--- src/rtl/fir_channel_scheduler_if.sv ---
// Handshake bundle between channel sources, the shared FIR core, the result sink and the scheduler.
// slave = scheduler side, master = source/core/sink side.
interface fir_channel_scheduler_if #(
    parameter int unsigned DATA_WIDTH = 24,
    parameter int unsigned NUM_CH     = 4
);
    localparam int unsigned CH_WIDTH = $clog2(NUM_CH);

    logic [NUM_CH*DATA_WIDTH-1:0] iv_ch_din;
    logic [NUM_CH-1:0]            iv_ch_valid;
    logic [NUM_CH-1:0]            ov_ch_ready;
    logic [DATA_WIDTH-1:0]        ov_fir_din;
    logic [CH_WIDTH-1:0]          ov_fir_bank;
    logic                         o_fir_din_valid;
    logic                         i_fir_ready;
    logic [DATA_WIDTH-1:0]        iv_fir_dout;
    logic                         i_fir_dout_valid;
    logic                         o_fir_dout_ready;
    logic [DATA_WIDTH-1:0]        ov_dout;
    logic [CH_WIDTH-1:0]          ov_dout_ch;
    logic                         o_dout_valid;
    logic                         i_dout_ready;

    modport slave (
        input  iv_ch_din, iv_ch_valid, i_fir_ready, iv_fir_dout, i_fir_dout_valid, i_dout_ready,
        output ov_ch_ready, ov_fir_din, ov_fir_bank, o_fir_din_valid, o_fir_dout_ready,
               ov_dout, ov_dout_ch, o_dout_valid
    );

    modport master (
        output iv_ch_din, iv_ch_valid, i_fir_ready, iv_fir_dout, i_fir_dout_valid, i_dout_ready,
        input  ov_ch_ready, ov_fir_din, ov_fir_bank, o_fir_din_valid, o_fir_dout_ready,
               ov_dout, ov_dout_ch, o_dout_valid
    );
endinterface

--- src/rtl/fir_channel_scheduler.sv ---
// Round-robin scheduler time-sharing one FIR core among NUM_CH channels.
// Optional WAIT_RES watchdog with o_timeout pulse: define SCHED_TIMEOUT_EN.
module fir_channel_scheduler #(
    parameter int unsigned DATA_WIDTH = 24,
    parameter int unsigned NUM_CH     = 4
`ifdef SCHED_TIMEOUT_EN
   ,parameter int unsigned TIMEOUT_CYCLES = 64
`endif
) (
    input  logic                   i_clk,
    input  logic                   i_rst_n,
    input  logic                   i_en,
    fir_channel_scheduler_if.slave bus,
`ifdef SCHED_TIMEOUT_EN
    output logic                   o_timeout,
`endif
    output logic                   o_busy
);
    localparam int unsigned CH_WIDTH = $clog2(NUM_CH);

    typedef enum logic [1:0] {IDLE, ISSUE, WAIT_RES, DELIVER} state_e;

    state_e                state_q, state_d;
    logic [DATA_WIDTH-1:0] fir_din_q, fir_din_d;
    logic [DATA_WIDTH-1:0] dout_q, dout_d;
    logic [CH_WIDTH-1:0]   ch_q, ch_d;
    logic [CH_WIDTH-1:0]   last_q, last_d;
    logic                  fir_vld_q, fir_vld_d;
    logic                  dout_vld_q, dout_vld_d;

    logic [CH_WIDTH-1:0]   grant_c;
    logic [CH_WIDTH-1:0]   idx_c;
    logic                  found_c;
    logic [NUM_CH-1:0]     ch_ready_c;
    logic                  take_c;
    logic [DATA_WIDTH-1:0] sample_c;

`ifdef SCHED_TIMEOUT_EN
    localparam int unsigned TO_W = ($clog2(TIMEOUT_CYCLES + 1) > 8) ? $clog2(TIMEOUT_CYCLES + 1) : 8;
    logic [TO_W-1:0] cnt_q, cnt_d;
    logic            tmo_q, tmo_d;
`endif

    // Rotating-priority search starting just after the last granted channel.
    always_comb begin
        grant_c = '0;
        found_c = 1'b0;
        idx_c   = '0;
        for (int unsigned k = 1; k <= NUM_CH; k++) begin
            idx_c = CH_WIDTH'((32'(last_q) + k) % NUM_CH);
            if (!found_c && bus.iv_ch_valid[idx_c]) begin
                found_c = 1'b1;
                grant_c = idx_c;
            end
        end
    end

    always_comb begin
        sample_c = '0;
        for (int unsigned k = 0; k < NUM_CH; k++) begin
            if (grant_c == CH_WIDTH'(k)) sample_c = bus.iv_ch_din[k*DATA_WIDTH +: DATA_WIDTH];
        end
    end

    // Readies are combinational and forced low while frozen or in reset.
    always_comb begin
        ch_ready_c = '0;
        if (state_q == IDLE && i_en && i_rst_n && found_c) ch_ready_c = NUM_CH'(1) << grant_c;
    end
    assign take_c = |(ch_ready_c & bus.iv_ch_valid);

    always_comb begin
        state_d    = state_q;
        fir_din_d  = fir_din_q;
        dout_d     = dout_q;
        ch_d       = ch_q;
        last_d     = last_q;
        fir_vld_d  = fir_vld_q;
        dout_vld_d = dout_vld_q;
`ifdef SCHED_TIMEOUT_EN
        cnt_d      = cnt_q;
        tmo_d      = tmo_q;
`endif
        if (i_en) begin
`ifdef SCHED_TIMEOUT_EN
            tmo_d = 1'b0;
`endif
            case (state_q)
                IDLE: begin
                    if (take_c) begin
                        fir_din_d = sample_c;
                        ch_d      = grant_c;
                        last_d    = grant_c;
                        fir_vld_d = 1'b1;
                        state_d   = ISSUE;
                    end
                end
                ISSUE: begin
                    if (bus.i_fir_ready) begin
                        fir_vld_d = 1'b0;
                        state_d   = WAIT_RES;
`ifdef SCHED_TIMEOUT_EN
                        cnt_d     = '0;
`endif
                    end
                end
                WAIT_RES: begin
                    if (bus.i_fir_dout_valid) begin
                        dout_d     = bus.iv_fir_dout;
                        dout_vld_d = 1'b1;
                        state_d    = DELIVER;
                    end
`ifdef SCHED_TIMEOUT_EN
                    else if (cnt_q == TO_W'(TIMEOUT_CYCLES - 1)) begin
                        tmo_d   = 1'b1;
                        state_d = IDLE;
                    end else begin
                        cnt_d = cnt_q + TO_W'(1);
                    end
`endif
                end
                DELIVER: begin
                    // Return to IDLE without granting this cycle.
                    if (bus.i_dout_ready) begin
                        dout_vld_d = 1'b0;
                        state_d    = IDLE;
                    end
                end
                default: state_d = IDLE;
            endcase
        end
    end

    always_ff @(posedge i_clk or negedge i_rst_n) begin
        if (!i_rst_n) begin
            state_q    <= IDLE;
            fir_din_q  <= '0;
            dout_q     <= '0;
            ch_q       <= '0;
            last_q     <= CH_WIDTH'(NUM_CH - 1);
            fir_vld_q  <= 1'b0;
            dout_vld_q <= 1'b0;
`ifdef SCHED_TIMEOUT_EN
            cnt_q      <= '0;
            tmo_q      <= 1'b0;
`endif
        end else begin
            state_q    <= state_d;
            fir_din_q  <= fir_din_d;
            dout_q     <= dout_d;
            ch_q       <= ch_d;
            last_q     <= last_d;
            fir_vld_q  <= fir_vld_d;
            dout_vld_q <= dout_vld_d;
`ifdef SCHED_TIMEOUT_EN
            cnt_q      <= cnt_d;
            tmo_q      <= tmo_d;
`endif
        end
    end

    assign bus.ov_ch_ready      = ch_ready_c;
    assign bus.ov_fir_din       = fir_din_q;
    assign bus.ov_fir_bank      = ch_q;
    assign bus.o_fir_din_valid  = fir_vld_q;
    assign bus.o_fir_dout_ready = (state_q == WAIT_RES) && i_en && i_rst_n;
    assign bus.ov_dout          = dout_q;
    assign bus.ov_dout_ch       = ch_q;
    assign bus.o_dout_valid     = dout_vld_q;
    assign o_busy               = (state_q != IDLE);
`ifdef SCHED_TIMEOUT_EN
    assign o_timeout            = tmo_q;
`endif
endmodule
--- src/flat_wrapper.sv ---
// flat-port wrapper written by rule: the top's interface ports become plain ports
module fir_channel_scheduler_flat 
#(
    parameter int unsigned DATA_WIDTH = 24,
    parameter int unsigned NUM_CH     = 4

)
  (i_clk, i_rst_n, i_en, o_busy, bus_iv_ch_din, bus_iv_ch_valid, bus_i_fir_ready, bus_iv_fir_dout, bus_i_fir_dout_valid, bus_i_dout_ready, bus_ov_ch_ready, bus_ov_fir_din, bus_ov_fir_bank, bus_o_fir_din_valid, bus_o_fir_dout_ready, bus_ov_dout, bus_ov_dout_ch, bus_o_dout_valid);
  fir_channel_scheduler_if #(.DATA_WIDTH(DATA_WIDTH), .NUM_CH(NUM_CH)) bus_i ();
  input  logic i_clk;
  input  logic i_rst_n;
  input  logic i_en;
  output logic o_busy;
  input wire logic [$bits(bus_i.iv_ch_din)-1:0] bus_iv_ch_din;
  input wire logic [$bits(bus_i.iv_ch_valid)-1:0] bus_iv_ch_valid;
  input wire logic [$bits(bus_i.i_fir_ready)-1:0] bus_i_fir_ready;
  input wire logic [$bits(bus_i.iv_fir_dout)-1:0] bus_iv_fir_dout;
  input wire logic [$bits(bus_i.i_fir_dout_valid)-1:0] bus_i_fir_dout_valid;
  input wire logic [$bits(bus_i.i_dout_ready)-1:0] bus_i_dout_ready;
  output wire logic [$bits(bus_i.ov_ch_ready)-1:0] bus_ov_ch_ready;
  output wire logic [$bits(bus_i.ov_fir_din)-1:0] bus_ov_fir_din;
  output wire logic [$bits(bus_i.ov_fir_bank)-1:0] bus_ov_fir_bank;
  output wire logic [$bits(bus_i.o_fir_din_valid)-1:0] bus_o_fir_din_valid;
  output wire logic [$bits(bus_i.o_fir_dout_ready)-1:0] bus_o_fir_dout_ready;
  output wire logic [$bits(bus_i.ov_dout)-1:0] bus_ov_dout;
  output wire logic [$bits(bus_i.ov_dout_ch)-1:0] bus_ov_dout_ch;
  output wire logic [$bits(bus_i.o_dout_valid)-1:0] bus_o_dout_valid;
  assign bus_i.iv_ch_din = bus_iv_ch_din;
  assign bus_i.iv_ch_valid = bus_iv_ch_valid;
  assign bus_i.i_fir_ready = bus_i_fir_ready;
  assign bus_i.iv_fir_dout = bus_iv_fir_dout;
  assign bus_i.i_fir_dout_valid = bus_i_fir_dout_valid;
  assign bus_i.i_dout_ready = bus_i_dout_ready;
  assign bus_ov_ch_ready = bus_i.ov_ch_ready;
  assign bus_ov_fir_din = bus_i.ov_fir_din;
  assign bus_ov_fir_bank = bus_i.ov_fir_bank;
  assign bus_o_fir_din_valid = bus_i.o_fir_din_valid;
  assign bus_o_fir_dout_ready = bus_i.o_fir_dout_ready;
  assign bus_ov_dout = bus_i.ov_dout;
  assign bus_ov_dout_ch = bus_i.ov_dout_ch;
  assign bus_o_dout_valid = bus_i.o_dout_valid;
  fir_channel_scheduler #(.DATA_WIDTH(DATA_WIDTH), .NUM_CH(NUM_CH)) u_core (.i_clk(i_clk), .i_rst_n(i_rst_n), .i_en(i_en), .bus(bus_i), .o_busy(o_busy));
endmodule
--- config.mk ---
export PLATFORM = sky130hd
export DESIGN_NAME = fir_channel_scheduler_flat
export DESIGN_NICKNAME = d
export VERILOG_FILES = /design/src/rtl/fir_channel_scheduler_if.sv /design/src/rtl/fir_channel_scheduler.sv /design/src/flat_wrapper.sv
export SDC_FILE = /design/constraint.sdc
export NUM_CORES = 1
export LEC_CHECK = 0
export CORE_MARGIN = 2
export CORE_UTILIZATION = 65
export DETAILED_ROUTE_END_ITERATION = 8
export DONT_BUFFER_PORTS = 1
export PLACE_DENSITY = 0.81
export SYNTH_ARGS = -nofsm -noshare
export SYNTH_HDL_FRONTEND = slang
export SYNTH_SLANG_ARGS = --single-unit
--- constraint.sdc ---
create_clock -name i_clk -period 3.6 [get_ports i_clk]
set_clock_uncertainty 0.1 [all_clocks]
set_input_delay 0.18 -clock i_clk [delete_from_list [all_inputs] [get_ports i_clk]]
set_output_delay 0.18 -clock i_clk [all_outputs]
set_load 0.05 [all_outputs]
==> impl_summary.md, run 1 <==
STA
Setup violations remaining at the end of the flow were counted as 0. The number of hold-slack violations in the final timing report was 0. The worst pin sits at a relative slew slack of 38.3%. For the final routed database, the setup TNS stands at 0 ns. The count of final max-slew check failures came to 0. Timing would allow up to 0.361 GHz. Setup repair after global routing left no endpoint under its margin.

The final cycle utilization of the critical path is 76.9%. The measured slew at the worst slew-check pin is 0.926 ns. The worst path needs 2.77 ns of the cycle, external delays included.

Clock tree
The clock latency reported for the late side of the worst-skew pair is 0.30 ns. The number of buffers created by CTS is 5. The maximum root-to-sink buffer count is 2.

The CTS tree is yes. The total of cells resized after clock tree synthesis is 0. After clock tree synthesis, the clock-pin slew on the worst setup and hold paths is 0.11 ns. The CTS sink count is 56. The clock tree root driver cell is clkbuf_8.

The H-tree generated during clock tree synthesis spans 2 levels.

GRT
The number of antenna violations at the first check in global routing came to 3. For this run, the total global-route usage over all layers was measured as 33.4%. Entering global routing, the biggest net connects 57 pins. The global-route wire length before repair is 13900 µm. The via count of the first global-routing pass is 2759.

The aggregate global routing overflow is 0.

Worst setup path
The highest fanout seen on the critical path is 28. The kind of cell adding the most delay to the critical path is simple AND/OR/NAND/NOR gates. The endpoint kind of the worst setup timing path is a flip-flop. STA classifies the critical path startpoint as a flip-flop. Data on the critical path is required at its endpoint by 3.69 ns.

Walking the worst path, the cells encountered are nand2b_1 > a21o_1 > and3_2 > mux2i_1 > dlygate4sd3_1 > o211ai_1. The type of the worst setup path is flip-flop to flip-flop. The signal arrival time at the worst endpoint is 2.85 ns. The buffers plus inverters on the worst setup path is 1.

The slowest stage of the critical path belongs to the cell and3_2. The largest single stage delay on the critical path is 0.75 ns.

Route
The detail route stage leaves a number of antenna-violating nets equal to 0. In the routed design, unresolved DRC markers number 0. Summed over all layers, the routed wires come to 9830 µm.

After detailed routing, the average wire length per cell comes to 22.9 µm. The initial detailed-routing violation count is 155. The via count normalized by instance count is 6.53. The vias after detailed routing is 2801. The number of detailed-route iterations in the first pass is 4.

Pwr
The leakage power is 1.71 nW. Overall power consumption after layout is estimated at 3.55 mW. The peak supply drop is 0.385 mV. The total power density per cell area is 938 mW/mm².

Final layout
Of the cells placed in the final design, the portion with a size suffix greater than 1 is 14.4%. The finished cells cover 0.00379 mm². The final net count is 494. The synthesis-to-layout area growth is 14.7%. Cells fill 78.7% of the core in the end.

Worst hold path
The class of the worst hold path is primary input to flip-flop.

Place
During placement, the flow inserted port buffers numbering 0. The last weighted congestion value of the routability-driven placer is 0.933. The placed instances occupy a cell area of 0.00331 mm². The estimated wirelength of the detail-placed design is 6120 µm.

Floorplan
The count of pins on the block boundary is 190. The area enclosed by the die boundary is 0.00567 mm². The floorplan step set the die width to 75.3 µm. After floorplanning, the core was divided into 25 placement rows. The die span in y is 75.3 µm. For this configuration, the core starts out at a cell density of 68.6%. The core area is 0.00482 mm².

Synthesis
Of the synthesized area, sequential elements account for 42.5%. The post-synthesis area per instance is 9.87 µm². The total nets after synthesis is 470.

The most used flip-flop cell after synthesis is dfrtp_1. The share of the synthesized area in the top cell type is 40.9%. The most repeated cell in the gate-level netlist after synthesis is dfrtp_1. By count the netlist is led by dfrtp_1 (54), inv_1 (31), nand2_1 (30). The share of flip-flops with an asynchronous set or reset is 100%. Synthesis inferred 56 register bits. In this run, synthesis inferred 0 flip-flops with an integrated enable.

For this run, the number of Yosys warnings is 0. By area the synthesized netlist is led by dfrtp_1 (41%), mux2_2 (8.2%), mux2i_1 (7.3%). The netlist uses 34 different library cells.

The leading area contributor after synthesis is dfrtp_1. The synthesized instance count is 335. The mapped netlist covers 0.00331 mm².

Status
The run finished with clean final reports.

Job
The tool flagged a number of max-cap violations equal to 0.
-- power by group --
group	leakage (nW)	total, mW	switching, mW	internal, mW
Sequential	0.683	2.17	1.26	0.912
Combinational	0.978	1.03	0.564	0.463
Clock	0.0485	0.353	0.213	0.140
-- registers in the layout, indices dropped and copies added (netlist names) --
name                        count
u_core.bus.ov_dout             24
u_core.last_q                   2
u_core.bus.ov_dout_ch           2
u_core.state_q                  2
u_core.bus.ov_fir_din          24
u_core.bus.o_fir_din_valid      1
u_core.bus.o_dout_valid         1
-- layer usage --
layer  vias to the layer above  GRT usage, %  wire length, µm
met5                         -             0               13
met4                         2          13.8              301
met3                        31          10.6              923
met2                       171          60.5             5210
met1                      1320          35.7             3390
li1                       1277             -                -
-- area by class of cell --
cell class              instances  area [µm²]
multi-input cells             218        1630
clock inverters                 3        22.5
clock buffers                   5        68.8
repair buffers                 47         463
inverters                      31         116
flip-flops and latches         56        1400
diodes                          2        5.00
fillers                       324        1030
well taps                      67        83.8
-- cell usage in the layout (no fill, tap or decap), types with 5 or more instances in the layout --
cell type / n
dlygate4sd3_1: 36
ha_1: 5
buf_4: 10
mux2i_1: 24
inv_1: 31
a31oi_1: 25
nand2_1: 30
nor2_1: 6
clkbuf_8: 5
o21ai_1: 6
o211ai_1: 26
dfrtp_1: 54
and4_1: 24
mux2_2: 24
o21ai_0: 23
-- kinds of logic (layout without fill, tap and decap cells) --
family / count (synthesis) / count (layout) / share of synthesized area (%)
fa+ha+maj: 5 / 5 / 1.89
simple gates: 73 / 73 / 13.8
compound gates: 92 / 92 / 17.8
other cells: 0 / 2 / 0
buf+inv: 61 / 86 / 8.67
mux: 48 / 48 / 15.4
flops: 56 / 56 / 42.5
-- path summary, 6_finish.rpt --
path,from,end,slack (ns),cells after the start
min in group asynchronous,i_rst_n,u_core.bus.ov_fir_din[20]$_DFFE_PN0P_,0.30,2
setup reg to reg,u_core.last_q[0]$_DFFE_PN1P_,u_core.bus.ov_fir_din[13]$_DFFE_PN0P_,0.83,6
hold / removal,bus_iv_ch_din[59],u_core.bus.ov_fir_din[11]$_DFFE_PN0P_,0.0006,2
hold reg to reg,u_core.last_q[1]$_DFFE_PN1P_,u_core.last_q[1]$_DFFE_PN1P_,0.41,2
setup / recovery,u_core.last_q[0]$_DFFE_PN1P_,u_core.bus.ov_fir_din[13]$_DFFE_PN0P_,0.83,6
max in group asynchronous,i_rst_n,u_core.last_q[0]$_DFFE_PN1P_,2.82,2
-- stage by stage --
step,worst slack (ns),hold slack [ns],cells
floorplan,0.797,-0.216,335
global placement,1.37,-0.214,382
detailed placement,1.34,-0.214,382
CTS,0.862,0.000846,427
global route,0.711,0.00460,428
finish,0.831,0.000577,429
-- repair_timing --
item                                    in CTS  in global routing
setup buffers                                0                  0
endpoints found under the setup margin       0                  0
hold buffers                                37                  0
endpoints found under the hold margin       88                  0
No activity file was read; power rests on OpenSTA's default activity.
==> run 2, diff against run 1 <==
--- a/config.mk
+++ b/config.mk
@@ -5,11 +5,12 @@
 export SDC_FILE = /design/constraint.sdc
 export NUM_CORES = 1
 export LEC_CHECK = 0
+export ABC_AREA = 1
 export CORE_MARGIN = 2
-export CORE_UTILIZATION = 65
+export CORE_UTILIZATION = 57
 export DETAILED_ROUTE_END_ITERATION = 8
 export DONT_BUFFER_PORTS = 1
-export PLACE_DENSITY = 0.81
+export PLACE_DENSITY = 0.75
 export SYNTH_ARGS = -nofsm -noshare
 export SYNTH_HDL_FRONTEND = slang
 export SYNTH_SLANG_ARGS = --single-unit
==> constraint.sdc (replaced) <==
create_clock -name i_clk -period 2.5 [get_ports i_clk]
set_clock_uncertainty 0.1 [all_clocks]
set_input_delay 0.125 -clock i_clk [delete_from_list [all_inputs] [get_ports i_clk]]
set_output_delay 0.125 -clock i_clk [all_outputs]
set_load 0.05 [all_outputs]
==> run 2 against run 1 <==
  * The run now ends with negative hold slack, negative setup slack left
  * Synthesized cell count up 25%
  * Non-clock buffer count up 87
  * Area after synthesis down 0.87%
  * Register-to-register slack worse by 0.84 ns
  * Count of clock-buffer cells in the layout unchanged
  * Setup slack worse by 0.87 ns
  * Critical path depth up 6
  * Final area up 25%
  * Die area up 12%
  * Utilization up 6.7 points
  * Flip-flop and latch count unchanged
  * Wire length up 28%
  * Largest cell class unchanged
==> impl_summary.md, run 2 <==
Floorplan
The core area is 0.00554 mm² (was 0.00482 mm²). The area enclosed by the die boundary is 0.00637 mm² (was 0.00567 mm²). The count of pins on the block boundary came to 190 (unchanged). The number of placement rows is 27 (was 25). The starting density of the core is 59.1% (was 68.6%). The chip width came to 79.8 µm (was 75.3 µm). The die span in y is 79.8 µm (was 75.3 µm).

STA
The worst-case setup margin in the final layout was -0.0383 ns (was 0.831 ns). The headroom to the max-slew limit is 63.3% (was 38.3%). The maximum operating frequency is 0.394 GHz.

The count of final max-slew check failures was 0 (unchanged). The number of hold-slack violations in the final timing report is 2 (was 0). The measured slew at the worst slew-check pin is 0.550 ns (was 0.926 ns). The final cycle utilization of the critical path is 102%.

Setup repair after global routing missed its margin: true (was false). After layout, the minimum clock period comes to 2.54 ns. The post-route worst hold slack is -0.0178 ns (was 0.000577 ns). The total of endpoints with negative setup slack in the final report is 4 (was 0).

Clock tree
The CTS tree was yes (unchanged). The number of buffers created by CTS is 5 (unchanged). The clock-pin transition on the worst setup and hold timing paths is 0.11 ns (about the same).

The clock latency reported for the late side of the worst-skew pair is 0.32 ns (was 0.30 ns). The CTS sink count is 56 (unchanged). The clock tree root driver cell is clkbuf_8 (unchanged).

The maximum root-to-sink buffer count came to 2 (unchanged). The deepest level of the CTS H-tree is 2 (unchanged).

Synthesis
The most used flip-flop cell after synthesis is dfrtp_1 (unchanged). The most repeated cell in the gate-level netlist after synthesis is nand2_1 (was dfrtp_1). The adder-cell share of the synthesized area is 1.91% (was 1.89%). The count of state elements after synthesis was 56 (unchanged). The synthesized instance count was 419 (was 335). The total nets after synthesis is 554 (was 470). The share of flip-flops with an asynchronous set or reset is 100% (unchanged). The portion of the post-synthesis area used by sequential elements is 42.8% (was 42.5%). The area fraction in and, or, nand and nor cells after synthesis is 38.2% (was 13.8%). The xor-xnor portion of the synthesized cell area is 0% (unchanged). The post-synthesis area per instance is 7.82 µm² (was 9.87 µm²). The multiplexer share of the synthesized area was 8.25% (was 15.4%). The combinational family with the most area after synthesis is simple AND/OR/NAND/NOR gates (was compound AO/OA/AOI/OAI gates). The number of flops mapped to enable cells by yosys came to 0 (unchanged). The number of different library cells in the post-synthesis netlist came to 27 (was 34). The cell area after technology mapping came to 0.00328 mm² (was 0.00331 mm²). The total of warnings raised by yosys is 0 (unchanged).

Most area-consuming cells after synthesis: dfrtp_1 (41%), nand2_1 (18%), mux2_2 (8.2%) (was dfrtp_1 (41%), mux2_2 (8.2%), mux2i_1 (7.3%)). The complex-gate fraction of the synthesized area is 1.37% (was 17.8%). Synth top cells by count: nand2_1 (154), dfrtp_1 (54), nand3_1 (52) (was dfrtp_1 (54), inv_1 (31), nand2_1 (30)). The share of the synthesized area in the top cell type is 41.2% (was 40.9%). The leading area contributor after synthesis is dfrtp_1 (unchanged).

Worst setup path
The capture point of the worst path is bus_ov_ch_ready[0] (was u_core.bus.ov_fir_din[13]$_DFFE_PN0P_). The reg-to-reg critical path endpoint was u_core.bus.ov_fir_din[22]$_DFFE_PN0P_ (was u_core.bus.ov_fir_din[13]$_DFFE_PN0P_). The type of the worst setup path is flip-flop to output port (was flip-flop to flip-flop). The data required time at the worst endpoint is 2.28 ns (was 3.69 ns).

The signal arrival time at the worst endpoint is 2.31 ns (was 2.85 ns). The minimum setup slack among reg-to-reg paths was -0.01 ns (was 0.83 ns). The endpoint kind of the worst setup timing path was an output port (was flip-flop). The launch point of the worst path is u_core.last_q[0]$_DFFE_PN1P_ (unchanged). The depth of the worst register-to-register path was 16 (was 6). The highest fanout seen on the critical path is 9 (was 28). The nature of the critical path startpoint was a flip-flop (unchanged). The startpoint of the worst-slack reg-to-reg timing path is u_core.last_q[0]$_DFFE_PN1P_ (unchanged).

Final layout
The final net count was 667 (was 494). The fill cell instance count of the final layout is 301 (was 324). The post-layout instance area came to 0.00473 mm² (was 0.00379 mm²). Most used cells in the layout excluding fill and tap cells: nand2_1 (146), dlygate4sd3_1 (87), dfrtp_1 (54) (was dfrtp_1 (54), dlygate4sd3_1 (36), inv_1 (31)). The synthesis-to-layout area growth was 44.4% (was 14.7%).

The final antenna diode count came to 0 (was 2). The most common library cell in the layout ignoring fill and taps is nand2_1 (was dfrtp_1). The ratio of cells with drive above 1 in the final layout was 20.8% (was 14.4%).

Place
The cell area after placement was 0.00342 mm² (was 0.00331 mm²). The last weighted congestion value of the routability-driven placer is 0.806 (was 0.933). The count of input and output buffers came to 0 (unchanged). The estimated wirelength of the detail-placed design is 6870 µm (was 6120 µm).

Route
The number of detailed-route iterations in the first pass is 5 (was 4). The remaining antenna violation count after routing was 0 (unchanged). The initial detailed-routing violation count is 358 (was 155).

The via count normalized by instance count is 6.28 (was 6.53). The total wire length is 12600 µm (was 9830 µm). The vias after detailed routing is 3800 (was 2801). The routed wire length per instance is 20.8 µm (was 22.9 µm). The DRC violation count after routing is 0 (unchanged).

GRT
The aggregate global routing overflow is 0 (unchanged). The global-route wire length before repair is 17400 µm (was 13900 µm). The largest net degree at the start of global routing is 57 (unchanged). The via count of the first global-routing pass is 3580 (was 2759). The all-layer global routing usage is 35.8% (was 33.4%). The number of antenna violations at the first check in global routing is 0 (was 3).

Job
The number of max-cap violations is 0 (unchanged).

Status
Run status: finished, violations left (was finished, final reports clean). The checks that failed: negative hold slack, negative setup slack.

Worst hold path
The class of the worst hold path is primary input to flip-flop (unchanged).
run 2: cell types whose count changed after synthesis, moves of 25 or more:
cell | previous run | this run
a31oi_1 | 25 | 0
nand2_1 | 30 | 154
o211ai_1 | 26 | 0
nand4_1 | 0 | 42
nand3_1 | 2 | 52
run 2: worst max-delay path, cell delays in order, from the launching register on:
cell,delay [ns]
dfstp_2,0.60
inv_4,0.07
nand2_1,0.08
nand2_2,0.08
nand2_2,0.10
nand2_4,0.07
nor2_4,0.16
nand3_2,0.11
nand2_2,0.12
nand2_4,0.09
buf_8,0.15
nor3_4,0.16
buf_6,0.18
run 2: timing repair:
item                       in CTS  in global routing
gates cloned                    0                  1
pin swaps                       3                  4
setup endpoints to repair       4                 21
buffers inserted                6                 16
hold endpoints to repair      106                  1
resized for setup              11                 31
hold buffers                   87                  1
run 2: worst min path at each step:
stage / to / slack, ns / cells after the start / from
floorplan: u_core.bus.o_dout_valid$_DFFE_PN0P_ / -0.27 / 0 / i_rst_n
finish: u_core.bus.ov_fir_din[2]$_DFFE_PN0P_ / -0.02 / 4 / bus_iv_ch_din[26]
global route: u_core.bus.ov_fir_din[2]$_DFFE_PN0P_ / 0.002 / 4 / bus_iv_ch_din[74]
CTS: u_core.bus.ov_fir_din[5]$_DFFE_PN0P_ / 0.0004 / 5 / bus_iv_ch_din[53]
detailed placement: u_core.bus.ov_dout_ch[1]$_DFFE_PN0P_ / -0.27 / 0 / i_rst_n
global placement: u_core.bus.ov_dout_ch[1]$_DFFE_PN0P_ / -0.27 / 0 / i_rst_n
run 2: stage by stage:
step | worst slack [ns] | hold slack [ns] | utilization, % | std cells | TNS (ns)
after floorplan | -0.269 | -0.271 | - | 419 | -0.539
after global placement | 0.252 | -0.269 | 61.7 | 486 | 0
after global routing | -0.153 | 0.00199 | 85.4 | 605 | -2.97
after detailed placement | 0.152 | -0.268 | 61.7 | 486 | 0
final | -0.0383 | -0.0178 | 85.4 | 605 | -0.112
after CTS | 0.0147 | 0.000361 | 81.1 | 587 | 0
run 2: cell type report:
cell class / instances / area [µm²] / area share (%)
Clock buffer: 5 / 68.8 / 1.45
Clock inverter: 3 / 22.5 / 0.476
Inverter: 22 / 85.1 / 1.80
Multi-Input combinational cell: 313 / 1750 / 37.0
Sequential cell: 56 / 1400 / 29.7
Tap cell: 72 / 90.1 / 1.90
Timing Repair Buffer: 134 / 1310 / 27.7
run 2: cell families after synthesis:
kind of cell | count (synthesis)
DFF | 56
AOI/OAI and AO/OA | 9
and+or+nand+nor | 275
adders and majority gates | 5
buffers and inverters | 50
muxes | 24
run 2: layer usage:
layer  vias to the layer above  routed length, µm  track usage (%)
met5                         -                  0                0
met4                         0                608             14.7
met3                        74               1630             11.3
met2                       371               6100             63.4
met1                      1740               4210             39.5
li1                       1615                  -                -
Power of run 2 is not shown: default switching activity piles up to over one toggle a cycle in this logic, so the estimate is an artifact.
==> run 3, diff against run 2 <==
--- a/config.mk
+++ b/config.mk
@@ -6,6 +6,7 @@
 export NUM_CORES = 1
 export LEC_CHECK = 0
 export ABC_AREA = 1
+export CORE_ASPECT_RATIO = 1.75
 export CORE_MARGIN = 2
 export CORE_UTILIZATION = 57
 export DETAILED_ROUTE_END_ITERATION = 8
==> run 3 against run 2 <==
  * The flow now stops in clock tree synthesis (4_1_cts)
  * Synthesized cell count is the same
  * Area after synthesis is the same
==> impl_summary.md, run 3 <==
Floorplan
The chip width is 61.3 µm (was 79.8 µm). The starting density of the core came to 59.1% (unchanged). The die span in y is 104 µm (was 79.8 µm). The count of pins on the block boundary was 190 (unchanged). The number of placement rows is 36 (was 27).

Synthesis
The share of the synthesized area in the top cell type is 41.2% (unchanged). The cell area after technology mapping was 0.00328 mm² (unchanged). The most used flip-flop cell after synthesis is dfrtp_1 (unchanged).

The post-synthesis area per instance is 7.82 µm² (unchanged). The total of warnings raised by yosys came to 0 (unchanged). The number of different library cells in the post-synthesis netlist is 27 (unchanged). Most area-consuming cells after synthesis: dfrtp_1 (41%), nand2_1 (18%), mux2_2 (8.2%) (unchanged). Synth top cells by count: nand2_1 (154), dfrtp_1 (54), nand3_1 (52) (unchanged).

The most repeated cell in the gate-level netlist after synthesis is nand2_1 (unchanged). The share of flip-flops with an asynchronous set or reset was 100% (unchanged). The synthesized instance count is 419 (unchanged). The number of flops mapped to enable cells by yosys is 0 (unchanged). The leading area contributor after synthesis was dfrtp_1 (unchanged). The portion of the post-synthesis area used by sequential elements is 42.8% (unchanged). The count of state elements after synthesis is 56 (unchanged). The total nets after synthesis came to 554 (unchanged).

Clock tree
The count of buffers added by post-CTS timing repair for setup came to 3 (was 6). The maximum root-to-sink buffer count is 2 (unchanged). The deepest level of the CTS H-tree is 2 (unchanged). The number of buffers created by CTS is 5 (unchanged).

The clock tree root driver cell is clkbuf_8 (unchanged). The total of cells resized after clock tree synthesis is 12 (was 11). The count of hold-fix buffers inserted at cts was 101 (was 87).

The CTS sink count came to 56 (unchanged).

Place
The last weighted congestion value of the routability-driven placer was 0.911 (was 0.806). The estimated wirelength of the detail-placed design is 6890 µm (was 6870 µm). The cell area after placement is 0.00341 mm² (was 0.00342 mm²). The count of input and output buffers was 0 (unchanged).

Status
The tool reported: "[ERROR RSZ-0060] Max buffer count reached". Run status: did not finish (was finished, violations left). It got as far as clock tree synthesis (4_1_cts) and failed there.
==> run 3: logic make-up after synthesis <==
group                      Yosys count  synth area share (%)
adders and majority gates            5                  1.91
muxes                               24                  8.25
buffers and inverters               50                  7.41
and+or+nand+nor                    275                  38.2
AOI/OAI and AO/OA                    9                  1.37
DFF                                 56                  42.8
==> run 3: through the flow <==
stage                     setup WS (ns)  hold slack (ns)  utilization (%)  TNS [ns]  std cells
after global placement            0.246           -0.270             61.5         0        490
after floorplan                  -0.269           -0.271                -    -0.539        419
after detailed placement          0.152           -0.270             61.5         0        490
==> run 4, diff against run 3 <==
--- a/config.mk
+++ b/config.mk
@@ -6,12 +6,11 @@
 export NUM_CORES = 1
 export LEC_CHECK = 0
 export ABC_AREA = 1
-export CORE_ASPECT_RATIO = 1.75
 export CORE_MARGIN = 2
-export CORE_UTILIZATION = 57
+export CORE_UTILIZATION = 40
 export DETAILED_ROUTE_END_ITERATION = 8
 export DONT_BUFFER_PORTS = 1
-export PLACE_DENSITY = 0.75
+export PLACE_DENSITY_LB_ADDON = 0.15
 export SYNTH_ARGS = -nofsm -noshare
 export SYNTH_HDL_FRONTEND = slang
 export SYNTH_SLANG_ARGS = --single-unit
==> constraint.sdc (replaced) <==
create_clock -name i_clk -period 3.2 [get_ports i_clk]
set_clock_uncertainty 0.1 [all_clocks]
set_input_delay 0.16 -clock i_clk [delete_from_list [all_inputs] [get_ports i_clk]]
set_output_delay 0.16 -clock i_clk [all_outputs]
set_load 0.05 [all_outputs]
==> run 4 against run 3 <==
  * The run now ends clean
==> impl_summary.md, run 4 (synthesis results as in run 2) <==
Status
Run status: finished, final reports clean (was did not finish).

Final layout
The final antenna diode count is 0. In the layout the commonest cells are nand2_1 (154), dlygate4sd3_1 (57), dfrtp_1 (54). From synthesis to final layout, the design area changed by 24.4%. For this run, the post-layout net count is 604. The most common library cell in the layout ignoring fill and taps is nand2_1. The fill cell instance count of the final layout is 779.

The post-route netlist has 13.4% of its cells at a drive strength greater than 1.

Floorplan
The starting density of the core is 40.5% (was 59.1%). The number of placement rows is 33 (was 36). The area enclosed by the die boundary is 0.00893 mm². The core region is 0.00809 mm². The count of pins on the block boundary came to 190 (unchanged). The chip width is 94.5 µm (was 61.3 µm). The die span in y came to 94.5 µm (was 104 µm).

STA
Setup repair after global routing left no endpoint under its margin. The final critical-path required period is 2.96 ns. The maximum operating frequency is 0.337 GHz. The number of hold-slack violations in the final timing report is 0. The measured slew at the worst slew-check pin is 0.927 ns. The final cycle utilization of the critical path is 92.6%. The count of final max-slew check failures is 0.

The total of endpoints with negative setup slack in the final report is 0. The headroom to the max-slew limit is 38.2%. Setup total negative slack on the finished layout was measured at 0 ns.

Clock tree
The later pin in the worst-skew pair is clocked with a latency of 0.32 ns. The CTS tree is yes. The clock tree root driver cell is clkbuf_8 (unchanged). The clock-pin transition on the worst setup and hold timing paths is 0.12 ns.

The CTS sink count came to 56 (unchanged). The deepest level of the CTS H-tree was 2 (unchanged). The maximum root-to-sink buffer count came to 2 (unchanged).

The number of buffers created by CTS is 5 (unchanged).

GRT
The all-layer global routing usage is 20.7%. Entering global routing, the biggest net connects 57 pins. The global-route wire length before repair is 14400 µm. The via count of the first global-routing pass is 2898. The number of antenna violations at the first check in global routing is 0. The aggregate global routing overflow is 0.

Route
Before antenna repair, the detailed router went through 4 iterations. After detailed routing, the number of remaining DRC violations is 0. The remaining antenna violation count after routing is 0. The final layout contains routed wiring with a total length of 9660 µm. The detailed router placed 3124 vias in this run.

The routed wire length per instance is 16.8 µm. The via count normalized by instance count is 5.43. The initial detailed-routing violation count is 151.

Worst hold path
In this run the most critical hold path is launched from bus_iv_ch_din[11]. The class of the worst hold path is primary input to flip-flop.

Worst setup path
STA classifies the critical path startpoint as a flip-flop. The startpoint of the worst-slack reg-to-reg timing path is u_core.last_q[0]$_DFFE_PN1P_. In this run the worst setup path begins at u_core.last_q[0]$_DFFE_PN1P_.

The type of the worst setup path is flip-flop to flip-flop. STA classifies the critical path endpoint as a flip-flop. The signal arrival time at the worst endpoint is 3.13 ns. Along the worst path, the maximum fanout reaches 25. STA puts the critical path data required time at 3.36 ns.

Place
The estimated wirelength of the detail-placed design came to 6540 µm (was 6890 µm). The count of input and output buffers is 0 (unchanged). The last weighted congestion value of the routability-driven placer is 0.757 (was 0.911).

Job
Across the run, the number of max-cap violations was 0.
==> run 4: critical path: stages (launching register included) <==
cell           delay (ns)
dfstp_2              0.61
inv_2                0.10
nand2_1              0.10
nand2_1              0.09
nand2_1              0.07
nand2_1              0.07
nand4_1              0.12
nand2_1              0.08
nor2_2               0.31
buf_4                0.34
nand3_1              0.11
nand4_1              0.12
dlygate4sd3_1        0.57
nand2_1              0.05
nand2_1              0.06
==> run 4: repair_timing <==
action                                  in CTS  in global routing
hold buffers                                58                  0
gates resized for setup                      0                  1
hold endpoints to repair                   106                  0
setup buffers                                0                  0
endpoints found under the setup margin       0                  1
==> run 4: per-stage QoR <==
| stage | cells | setup slack, ns | util (%) | cell area (µm²) | hold WS, ns |
|---|---|---|---|---|---|
| floorplan | 419 | 0.396 | - | 3280 | -0.236 |
| global placement | 509 | 0.765 | 41.4 | 3350 | -0.234 |
| detailed placement | 509 | 0.686 | 41.4 | 3350 | -0.233 |
| CTS | 575 | 0.256 | 50.3 | 4070 | 0.000538 |
| global route | 575 | 0.0358 | 50.4 | 4080 | 0.00316 |
| finish | 575 | 0.235 | 50.4 | 4080 | 0.00540 |
==> run 4: layout make-up <==
| type | instances | area, µm² | area share, % |
|---|---|---|---|
| Clock buffer | 5 | 68.8 | 1.69 |
| Clock inverter | 3 | 50.0 | 1.23 |
| Inverter | 22 | 82.6 | 2.03 |
| Multi-Input combinational cell | 313 | 1640 | 40.3 |
| Sequential cell | 56 | 1400 | 34.4 |
| Tap cell | 105 | 131 | 3.22 |
| Timing Repair Buffer | 71 | 696 | 17.1 |
==> run 4: worst paths after layout <==
kind                                                              end  slack (ns)  cells past startpoint
worst max-delay path             u_core.bus.ov_fir_din[2]$_DFFE_PN0P_        0.24                     14
worst min-delay path            u_core.bus.ov_fir_din[11]$_DFFE_PN0P_       0.005                      4
worst max register to register   u_core.bus.ov_fir_din[2]$_DFFE_PN0P_        0.24                     14
worst min register to register          u_core.state_q[0]$_DFFE_PN0P_        0.49                      2
max in group asynchronous                u_core.last_q[1]$_DFFE_PN1P_        2.49                      2
min in group asynchronous       u_core.bus.ov_fir_din[16]$_DFFE_PN0P_        0.24                      2
==> run 4: layer usage <==
layer	up-vias	share of wire (%)	global-route usage, %	routed length, µm
met1	1466	38	24.5	3700
met2	156	49	35.7	4760
li1	1493	-	-	-
met3	9	11	7.42	1090
met4	0	1.1	5.43	108
met5	-	0	0	0
Power of run 4 is left out for the same reason.
